`config.mk`:
```
export PLATFORM = sky130hd
export DESIGN_NAME = tc_to_signmag_serial
export DESIGN_NICKNAME = d
export VERILOG_FILES = /design/src/rtl/tc_to_signmag_serial_pkg.sv /design/src/rtl/tc_to_signmag_serial_cell.sv /design/src/rtl/tc_to_signmag_serial.sv
export SDC_FILE = /design/constraint.sdc
export NUM_CORES = 1
export LEC_CHECK = 0
export ABC_AREA = 0
export BUFFER_PORTS_ARGS = -buffer_cell sky130_fd_sc_hd__buf_2
export CAP_MARGIN = 0
export CORE_MARGIN = 2
export CORE_UTILIZATION = 54
export DETAILED_ROUTE_END_ITERATION = 6
export PLACE_DENSITY = 0.79
export SETUP_SLACK_MARGIN = 0.15
export SLEW_MARGIN = 10
export SYNTH_ARGS = -nofsm -noshare
export SYNTH_HDL_FRONTEND = slang
export SYNTH_SLANG_ARGS = --single-unit
```
`constraint.sdc`:
```
create_clock -name clk -period 2.06 [get_ports clk]
set_input_delay 0.206 -clock clk [delete_from_list [all_inputs] [get_ports clk]]
set_output_delay 0.206 -clock clk [all_outputs]
set_load 0.02 [all_outputs]
```
`src/rtl/tc_to_signmag_serial_pkg.sv`:
```
// Shared constants for the two's-complement to sign-magnitude serial decoder.
// The default width is shared with the adder/subtractor blocks.
package tc_to_signmag_serial_pkg;

    localparam int ADDSUB_WIDTH = 4;

    localparam logic [1:0] ST_IDLE    = 2'd0;
    localparam logic [1:0] ST_CONVERT = 2'd1;
    localparam logic [1:0] ST_DONE    = 2'd2;

    typedef enum logic [1:0] {
        IDLE    = ST_IDLE,
        CONVERT = ST_CONVERT,
        DONE    = ST_DONE
    } state_t;

endpackage

```
`src/rtl/tc_to_signmag_serial_cell.sv`:
```
// Per-bit negation cell: copy bits up to and including the first 1, invert the rest.
// Inversion only applies to negative operands.
module tc_serial_cell (
    input  logic b,
    input  logic sign,
    input  logic seen_one,
    output logic m,
    output logic seen_one_next
);

    assign m             = (sign && seen_one) ? ~b : b;
    assign seen_one_next = seen_one | b;

endmodule

```
`src/rtl/tc_to_signmag_serial.sv`:
```
// Bit-serial two's-complement to sign-magnitude converter, LSB first.
// Latency is fixed at WIDTH cycles from accept to out_valid.
module tc_to_signmag_serial
    import tc_to_signmag_serial_pkg::*;
#(
    parameter int WIDTH = ADDSUB_WIDTH,
    parameter int CNT_W = $clog2(WIDTH) + 1
) (
    input  logic             clk,
    input  logic             rst_n,
    input  logic             in_valid,
    output logic             in_ready,
    input  logic [WIDTH-1:0] in_num,
    output logic             out_valid,
    input  logic             out_ready,
    output logic             out_sign,
    output logic [WIDTH-1:0] out_mag
);

    state_t             state;
    logic [WIDTH-1:0]   shreg;
    logic               sign_r;
    logic [CNT_W-1:0]   cnt;
    logic               seen_one;
    logic               m;
    logic               seen_one_next;

    tc_serial_cell u_cell (
        .b            (shreg[0]),
        .sign         (sign_r),
        .seen_one     (seen_one),
        .m            (m),
        .seen_one_next(seen_one_next)
    );

    // Handshake flags come straight from the state register, never from in_valid/out_ready.
    assign in_ready  = (state == IDLE);
    assign out_valid = (state == DONE);

    always_ff @(posedge clk or negedge rst_n) begin
        if (!rst_n) begin
            state    <= IDLE;
            shreg    <= '0;
            sign_r   <= 1'b0;
            cnt      <= '0;
            seen_one <= 1'b0;
            out_sign <= 1'b0;
            out_mag  <= '0;
        end else begin
            case (state)
                IDLE: begin
                    if (in_valid && in_ready) begin
                        shreg    <= in_num;
                        sign_r   <= in_num[WIDTH-1];
                        cnt      <= '0;
                        seen_one <= 1'b0;
                        state    <= CONVERT;
                    end
                end
                CONVERT: begin
                    // Magnitude fills from the MSB end so the first bit processed lands at bit 0.
                    out_mag  <= {m, out_mag[WIDTH-1:1]};
                    shreg    <= shreg >> 1;
                    seen_one <= seen_one_next;
                    cnt      <= cnt + CNT_W'(1);
                    if (cnt == CNT_W'(WIDTH - 1)) begin
                        out_sign <= sign_r;
                        state    <= DONE;
                    end
                end
                DONE: begin
                    if (out_ready) begin
                        state <= IDLE;
                    end
                end
                default: begin
                    state <= IDLE;
                end
            endcase
        end
    end

endmodule

```
# Word level (Yosys, flattened, before mapping)
# Index checks and enable logic that the tools add are counted.
totals:
  output_inout_bits: 7
  in_bits: 8
  regBits: 16
  wordCells: 35
op_classes:
  bitwise: 2
  addsub: 1
  n_eq_ne: 6
  n_mux: 11
  n_reduce_logical: 8
ops:
  columns: ["operator", "n"]
  rows:
  - ["4-bit case mux with 2 select lines", 1]
  - ["2-bit two-way mux", 3]
  - ["2-bit case mux with 3 select lines", 1]
  - ["3-bit case mux with 2 select lines", 1]
  - ["2-bit AND reduction", 3]
  - ["4-bit two-way mux", 1]
  - ["2-bit by 1-bit != test with 1-bit output (second input constant)", 2]
  - ["3-bit by 1-bit adder with 3-bit output (second input constant)", 1]
  - ["3-bit by 2-bit == test with 1-bit output (second input constant)", 1]
  - ["3-bit two-way mux", 1]
  - ["3-bit AND reduction", 1]
  - ["2-bit by 1-bit == test with 1-bit output (second input constant)", 1]
  - ["2-bit == test (second input constant)", 1]
  - ["1-bit logical AND", 2]
  - ["2-bit zero test", 1]
  - ["1-bit two-way mux", 2]
  - ["2-bit != test (second input constant)", 1]
  - ["1-bit case mux with 2 select lines", 1]
  - ["2-bit nonzero test", 1]
  - ["1-bit inverter", 1]
  - ["1-bit OR", 1]

# Logic depth before layout (Yosys ltp)
# Gate-level depths: netlist (run 1).
depth:
  ltp_word: 4
  ltp_mapped: 4

# Modules after synthesis
# A second synthesis (run 1) with hierarchy kept.
hier_totals:
  cells_unflattened: 62
  hier_area_um2: 747.0
by_module_without_submodules:
  columns: ["module", "area_per_inst_um2", "cells_each", "seq_area_each_um2", "n_inst"]
  rows:
  - ["tc_to_signmag_serial", 728.2, 59, 400.4, 1]
  - ["tc_serial_cell", 18.8, 3, 0.0, 1]

# Worst setup path after synthesis (run 1)
# No wires, ideal clock.
synth_timing:
  path_kind: "register to register"
  start: "register cnt[0]"
  end: "register out_sign"
  arrival_time_ns: 1.099
  required_time_ns: 1.935
  path_stages_with_launch: 5
  path_slack_ns: 0.836
  path_cell_list: "dfrtp_1 ha_1 ha_1 nand2_2 mux2_4"
synth_via:
  elab_chain_len: 2
synth_rtl:
  columns: ["element", "line", "source"]
  rows:
  - ["start, declared", "tc_to_signmag_serial.sv:23", "logic [CNT_W-1:0] cnt;"]
  - ["start signal, assigned", "tc_to_signmag_serial.sv:65", "cnt <= cnt + CNT_W'(1);"]
  - ["3-bit by 2-bit == test with 1-bit output", "tc_to_signmag_serial.sv:66", "if (cnt == CNT_W'(WIDTH - 1)) begin"]
  - ["2-bit AND reduction (no source line)", null, null]
  - ["end signal, assigned", "tc_to_signmag_serial.sv:67", "out_sign <= sign_r;"]
  - ["end, declared", "tc_to_signmag_serial.sv:16", "output logic out_sign,"]
# No other way between the ends.
# A chain may end at the register's enable or synchronous reset.

# Worst setup path in the final report (run 1)
layout_timing:
  start: "register state[1]"
  end: "output out_valid"
layout_via:
  elab_chain_len: 1
layout_rtl:
  columns: ["element", "line", "source"]
  rows:
  - ["start, declared", "tc_to_signmag_serial.sv:20", "state_t state;"]
  - ["start signal, assigned", "tc_to_signmag_serial.sv:42", "state <= IDLE;"]
  - ["start signal, assigned", "tc_to_signmag_serial.sv:57", "state <= CONVERT;"]
  - ["start signal, assigned", "tc_to_signmag_serial.sv:68", "state <= DONE;"]
  - ["2-bit == test", "tc_to_signmag_serial.sv:38", "assign out_valid = (state == DONE);"]
  - ["end, declared", "tc_to_signmag_serial.sv:14", "output logic out_valid,"]
# No other way between the ends.

==> results of run 1 <==
==> registers in the layout (all words and copies together) (netlist names) <==
name,flops
state,2
out_sign,1
seen_one,1
cnt,3
out_mag,4
shreg,4
sign_r,1
==> routing by layer <==
metal,vias to the layer above,share of wire
met4,0,0
met3,0,0.054
met1,272,0.48
met2,20,0.47
met5,-,0
li1,271,-
==> power by group through the flow <==
stage | combinational, mW | clock (mW) | sequential, mW
floorplan | 0.405 | 0 | 0.610
global placement | 0.568 | 0 | 0.588
detailed placement | 0.597 | 0 | 0.598
CTS | 0.604 | 0.204 | 0.593
global route | 0.670 | 0.222 | 0.612
finish | 0.605 | 0.200 | 0.595
==> per-stage QoR <==
step	instances	power, mW
floorplan	67	1.02
global placement	94	1.16
detailed placement	94	1.20
CTS	99	1.40
global route	99	1.50
finish	99	1.40
==> Yosys cell counts <==
cell and count:
o31ai_1 1, nand2b_1 4, dfrtp_1 16, inv_2 1, mux2_4 1, o22ai_1 4
a21oi_1 3, nor2b_4 1, nand2_1 12, a22o_1 1, xor2_1 1, nand3_1 1
nor2_1 5, buf_4 1, a2bb2oi_1 3, ha_1 2, inv_1 2, o21ai_0 6
o21bai_1 1, nand2_2 1
==> layout make-up <==
| type | count | area [µm²] | share of cell area |
|---|---|---|---|
| flip-flops and latches | 16 | 400 | 0.483 |
| multi-input cells | 47 | 283 | 0.341 |
| repair buffers | 15 | 80.1 | 0.0967 |
| clock buffers | 4 | 36.3 | 0.0438 |
| well taps | 14 | 17.5 | 0.0211 |
| inverters | 3 | 11.3 | 0.0136 |
==> logic make-up (layout without fill, tap and decap cells) <==
| kind of cell | after synthesis | in the layout | synth area share |
|---|---|---|---|
| adder cells (fa/ha/maj) | 2 | 2 | 0.0356 |
| AO/OA/AOI/OAI | 19 | 19 | 0.171 |
| buffers and inverters | 4 | 22 | 0.0267 |
| AND/OR/NAND/NOR | 24 | 24 | 0.162 |
| flip-flops | 16 | 16 | 0.570 |
| multiplexers | 1 | 1 | 0.0214 |
| XOR/XNOR | 1 | 1 | 0.0125 |
==> worst max path at each step <==
stage	start	end	slack, ns
2_1_floorplan	cnt[0]	out_sign	0.84
3_3_place_gp	state[0]	out_sign	0.79
3_5_place_dp	state[0]	out_sign	0.73
4_1_cts	state[1]	out_valid	0.61
5_1_grt	state[1]	out_valid	0.53
6_report	state[1]	out_valid	0.61
==> repair_timing <==
| action | CTS | global route |
|---|---|---|
| endpoints found under the setup margin | 0 | 0 |
| hold buffers | 1 | 0 |
| hold endpoints to repair | 16 | 0 |
==> out/metrics.cfg, run 1 <==
[setup_path]
cpPeakStageDelay_ns = 0.54
cp-start-kind = flip-flop
endpoint_kind = primary output
r2r_slack_ns = 0.70
timing.rr.end = out_sign
critPathSlowestCell = dfrtp_1
cp.arrival_ns = 1.24
critical_path_class = flip-flop to primary output
crit_chain = inv_2, nor2_1, buf_2
cp.required_ns = 1.85
r2r-start = state[0]
path_max_fanout = 9
path_buf_inv = 2
crit_family = flip-flops
rr_worst_depth = 3
cp_num_cells = 3

[layout]
final_cell_mix = 16 x dfrtp_1, 14 x buf_2, 12 x nand2_1, 6 x o21ai_0, 5 x nor2_1
fin_util = 0.716
num_antenna_cells = 0
design_area_um2 = 828
drive_above_1_share = 0.259
final_common_cell = dfrtp_1
syn2layout_area_growth_pct = 18.0
fin_nets = 96
num-fill-cells = 82

[timing]
setup_tns_ns = 0
hold_violations = 0
min_period_ns = 1.45
setup_violations = 0
period_share = 0.704
max_freq_mhz = 690
worst_pin_slew_ns = 0.393
rsz0062_at_grt = false
slew_violations = 0
whs_ns = 0.0963
skew_ns = 0.00363
timing.final.ws_setup_ns = 0.610
relSlewSlack = 0.738

[place]
place_hpwl_um = 1060
pre_cts_ws_ns = 0.726
placed_cell_area_um2 = 782
gp_congestion = 0.833
portBuffers = 14

[pwr]
vdd.ir_drop.worst_v = 0.000962
p_per_area_nw_per_um2 = 1690
power_frac_seq = 0.425
pwr-share-comb = 0.432
p_switching_mw = 0.571
swShare = 0.408
leakagePower_nw = 0.420
clkPwrFrac = 0.143
p_int_mw = 0.829

[global_route]
met3_usage = 0.0556
grt_pass1_wl_um = 2350
grt_use_met2 = 0.339
grt-ovfl-total = 0
grtUsageTotal = 0.231
grt.met1_usage = 0.321
grt_pass1_vias = 514
grt_start_max_net_pins = 17
antenna_found_initial = 0
grt.busiest_layer = met2

[status]
status = complete, no violations

[cts]
cts_buffers = 3
clock_latency_ns = 0.28
clk_pin_slew_ns = 0.09
cts.sinks = 16
cts_tree = built
postCtsSetupBuffers = 0
cts_max_path_buffers = 2
root_buffer = clkbuf_4
ctsResizeCount = 0
htree_levels = 1

[run]
maxCapViolCount = 0

[synth]
syn_nets = 77
syn_avg_cell_area_um2 = 10.5
ys_top_cells_by_area = dfrtp_1 57%, nand2_1 6.4%, o21ai_0 4.3%
syn_inst = 67
synth_top_cell_by_area = dfrtp_1
yosysWarnings = 0
ys_seq_elements = 16
yosysSeqAreaShare = 0.570
synth_top_area_share = 0.570
yosysUniqueCellTypes = 20
syn_area_um2 = 702

[floorplan]
chipWidth_um = 40.1
initial_core_util = 0.607
rows = 12
die_area_um2 = 1600
die_h_um = 40.1
ios = 15
fp.coreArea_um2 = 1160

[drt]
antenna_left = 0
firstDrtPassIters = 4
drtIter0Drc = 28
avgViaCountPerCell = 5.69
post_drt_wl_per_cell_um = 14.5
vias = 563
wirelength_um = 1440
drc = 0

[min_path]
hold_class = input port to flip-flop
holdPathStages = 2
min_to = state[1]
hold_start = out_ready

Power figures use the tool's default switching activity.
==> inputs of run 2 (changes only) <==
Settings changed: ABC_AREA 0 to 1, CORE_UTILIZATION 54 to 51, PLACE_DENSITY 0.79 to 0.75.
Clock period 2.06 ns to 1.4 ns, I/O delays scaled along.
==> run 2 against run 1 <==
Setup slack got worse by 0.42 ns. Sequential power increased by 41%. Via count increased by 1.1%. Combinational power increased by 49%. Critical endpoint unchanged. Utilization decreased by 7.1 points. Final area increased by 2.7%. Die area increased by 8.3%. Highest routed layer is now met4. Cell count increased by 17%. Synthesized cell count increased by 24%. Non-clock buffer count increased by 1.
==> out/metrics.cfg, run 2 <==
[status]
status = complete, no violations

[drt]
avgViaCountPerCell = 4.91
post_drt_wl_per_cell_um = 11.0
drc = 0
wirelength_um = 1280
firstDrtPassIters = 5
vias = 569
drtIter0Drc = 11
antenna_left = 0

[cts]
cts_max_path_buffers = 2
cts_buffers = 3
cts.sinks = 16
clk_pin_slew_ns = 0.08
clock_latency_ns = 0.29
root_buffer = clkbuf_4
cts_tree = built
htree_levels = 1

[timing]
min_period_ns = 1.21
relSlewSlack = 0.773
timing.final.ws_setup_ns = 0.194
setup_violations = 0
max_freq_mhz = 829
period_share = 0.862
hold_violations = 0
worst_pin_slew_ns = 0.340
skew_ns = 0.00535
setup_tns_ns = 0
slew_violations = 0
rsz0062_at_grt = false

[layout]
multi_input_area_um2 = 290
final_common_cell = nand2_1
drive_above_1_share = 0.267
num_antenna_cells = 0
fin_nets = 113
design_area_um2 = 851
seq_area_um2 = 403
reg.largest.list = out_mag (4), shreg (4), cnt (3)
num-fill-cells = 107
final_cell_mix = 37 x nand2_1, 14 x dfrtp_1, 14 x buf_2, 8 x o21ai_1, 6 x nand3_1
syn2layout_area_growth_pct = 17.4

[place]
gp_congestion = 0.722
placed_cell_area_um2 = 806
portBuffers = 14
place_hpwl_um = 939
pre_cts_ws_ns = 0.249

[floorplan]
ios = 15
die_area_um2 = 1740
die_h_um = 41.7
rows = 13
chipWidth_um = 41.7
fp.coreArea_um2 = 1320
initial_core_util = 0.550

[synth]
syn_area_um2 = 724
syn_avg_cell_area_um2 = 8.73
ys_async_sr_fraction = 1.00
synth_top_area_share = 0.553
ys_top_cells_by_area = dfrtp_1 55%, nand2_1 19%, o21ai_1 5.5%
post-synth-top-count-cell = nand2_1
yosysSeqAreaShare = 0.553
ys_seq_elements = 16
synth_enable_flop_cells = 0
yosysUniqueCellTypes = 14
syn_nets = 93
syn_inst = 83
yosysWarnings = 0
yosys-top-cells-count = 37 x nand2_1, 16 x dfrtp_1, 8 x o21ai_1
synth_flop_cell = dfrtp_1
synth_top_cell_by_area = dfrtp_1

[setup_path]
cpPeakStageDelay_ns = 0.46
endpoint_kind = primary output
cp.arrival_ns = 1.07
r2r_slack_ns = 0.30
cp.required_ns = 1.26
critPathSlowestCell = dfrtp_2
cp-start-kind = flip-flop
crit_chain = inv_4, nor2_1, buf_2
critical_path_class = flip-flop to primary output
path_max_fanout = 7

[pwr]
swShare = 0.439
power_frac_seq = 0.425
clkPwrFrac = 0.118
finalPower_mw = 1.97
leakagePower_nw = 0.462
p_per_area_nw_per_um2 = 2320
p_switching_mw = 0.865
p_int_mw = 1.11
vdd.ir_drop.worst_v = 0.00121
pwr-share-comb = 0.457

[global_route]
grt-ovfl-total = 0
grt_pass1_wl_um = 2140
grtUsageTotal = 0.165
antenna_found_initial = 0
grt_start_max_net_pins = 17
grt_pass1_vias = 501

[min_path]
hold_class = input port to flip-flop

[run]
maxCapViolCount = 0

==> run 2: changes by cell type in the layout (fill, tap and decap cells not counted), sizes merged, moves of 3 or more <==
| cell | delta |
|---|---|
| nand2b | -4 |
| a21oi | -3 |
| inv | +4 |
| nand2 | +25 |
| o21ai | +3 |
| o22ai | -4 |
| nand3 | +5 |
| a2bb2oi | -3 |
==> run 2: final timing paths <==
kind                            from         to  cells after the start
max                         state[1]  out_valid                      3
min                        out_ready   state[1]                      2
max reg2reg                   cnt[0]   state[1]                      4
min in group asynchronous      rst_n   seen_one                      2
min reg2reg                 out_sign   out_sign                      2
max in group asynchronous      rst_n   state[0]                      2
==> run 2: cell families (layout without fill, tap and decap cells) <==
kind of cell	Yosys count	in the layout	synth area share
AOI/OAI and AO/OA	10	10	0.0881
buffers and inverters	8	26	0.0466
adders and majority gates	2	2	0.0345
DFF	16	16	0.553
and+or+nand+nor	47	47	0.278
==> run 2: power by group through the flow <==
stage,clock network (mW),logic [mW],registers [mW]
after floorplan,0,0.633,0.865
after global placement,0,0.851,0.851
after detailed placement,0,0.864,0.853
after CTS,0.242,0.876,0.852
after global routing,0.263,1.02,0.867
final,0.233,0.900,0.837
==> run 2: routing by layer <==
metal  track usage  wire [µm]  vias to the layer above
li1              -          -                      301
met1         0.239        642                      252
met2         0.222        541                       12
met3        0.0565         66                        4
met4        0.0774         24                        0
met5             0          0                        -
==> run 2: stage by stage <==
stage | util | hold WS, ns | cells
5_1_grt | 0.646 | 0.0217 | 116
4_1_cts | 0.640 | 0.0208 | 115
3_3_place_gp | 0.612 | 0.0664 | 111
3_5_place_dp | 0.612 | 0.0649 | 111
2_1_floorplan | - | -0.156 | 83
6_report | 0.646 | 0.0202 | 116
==> run 2: layout make-up <==
type | instances | area share
Tap cell | 15 | 0.0221
Inverter | 7 | 0.0338
Sequential cell | 16 | 0.474
Clock buffer | 3 | 0.0265
Multi-Input combinational cell | 59 | 0.341
Timing Repair Buffer | 16 | 0.103
==> run 2: critical path: cells and delay by family, from the launching register on <==
family	cells	cell delay (ns)
flops	1	0.46
buf+inv	2	0.28
simple gates	1	0.05
==> run 2: timing repair <==
item,CTS,global route
resized for setup,3,0
hold buffers,1,0
setup endpoints to repair,2,2
setup buffers,0,1
endpoints found under the hold margin,16,0
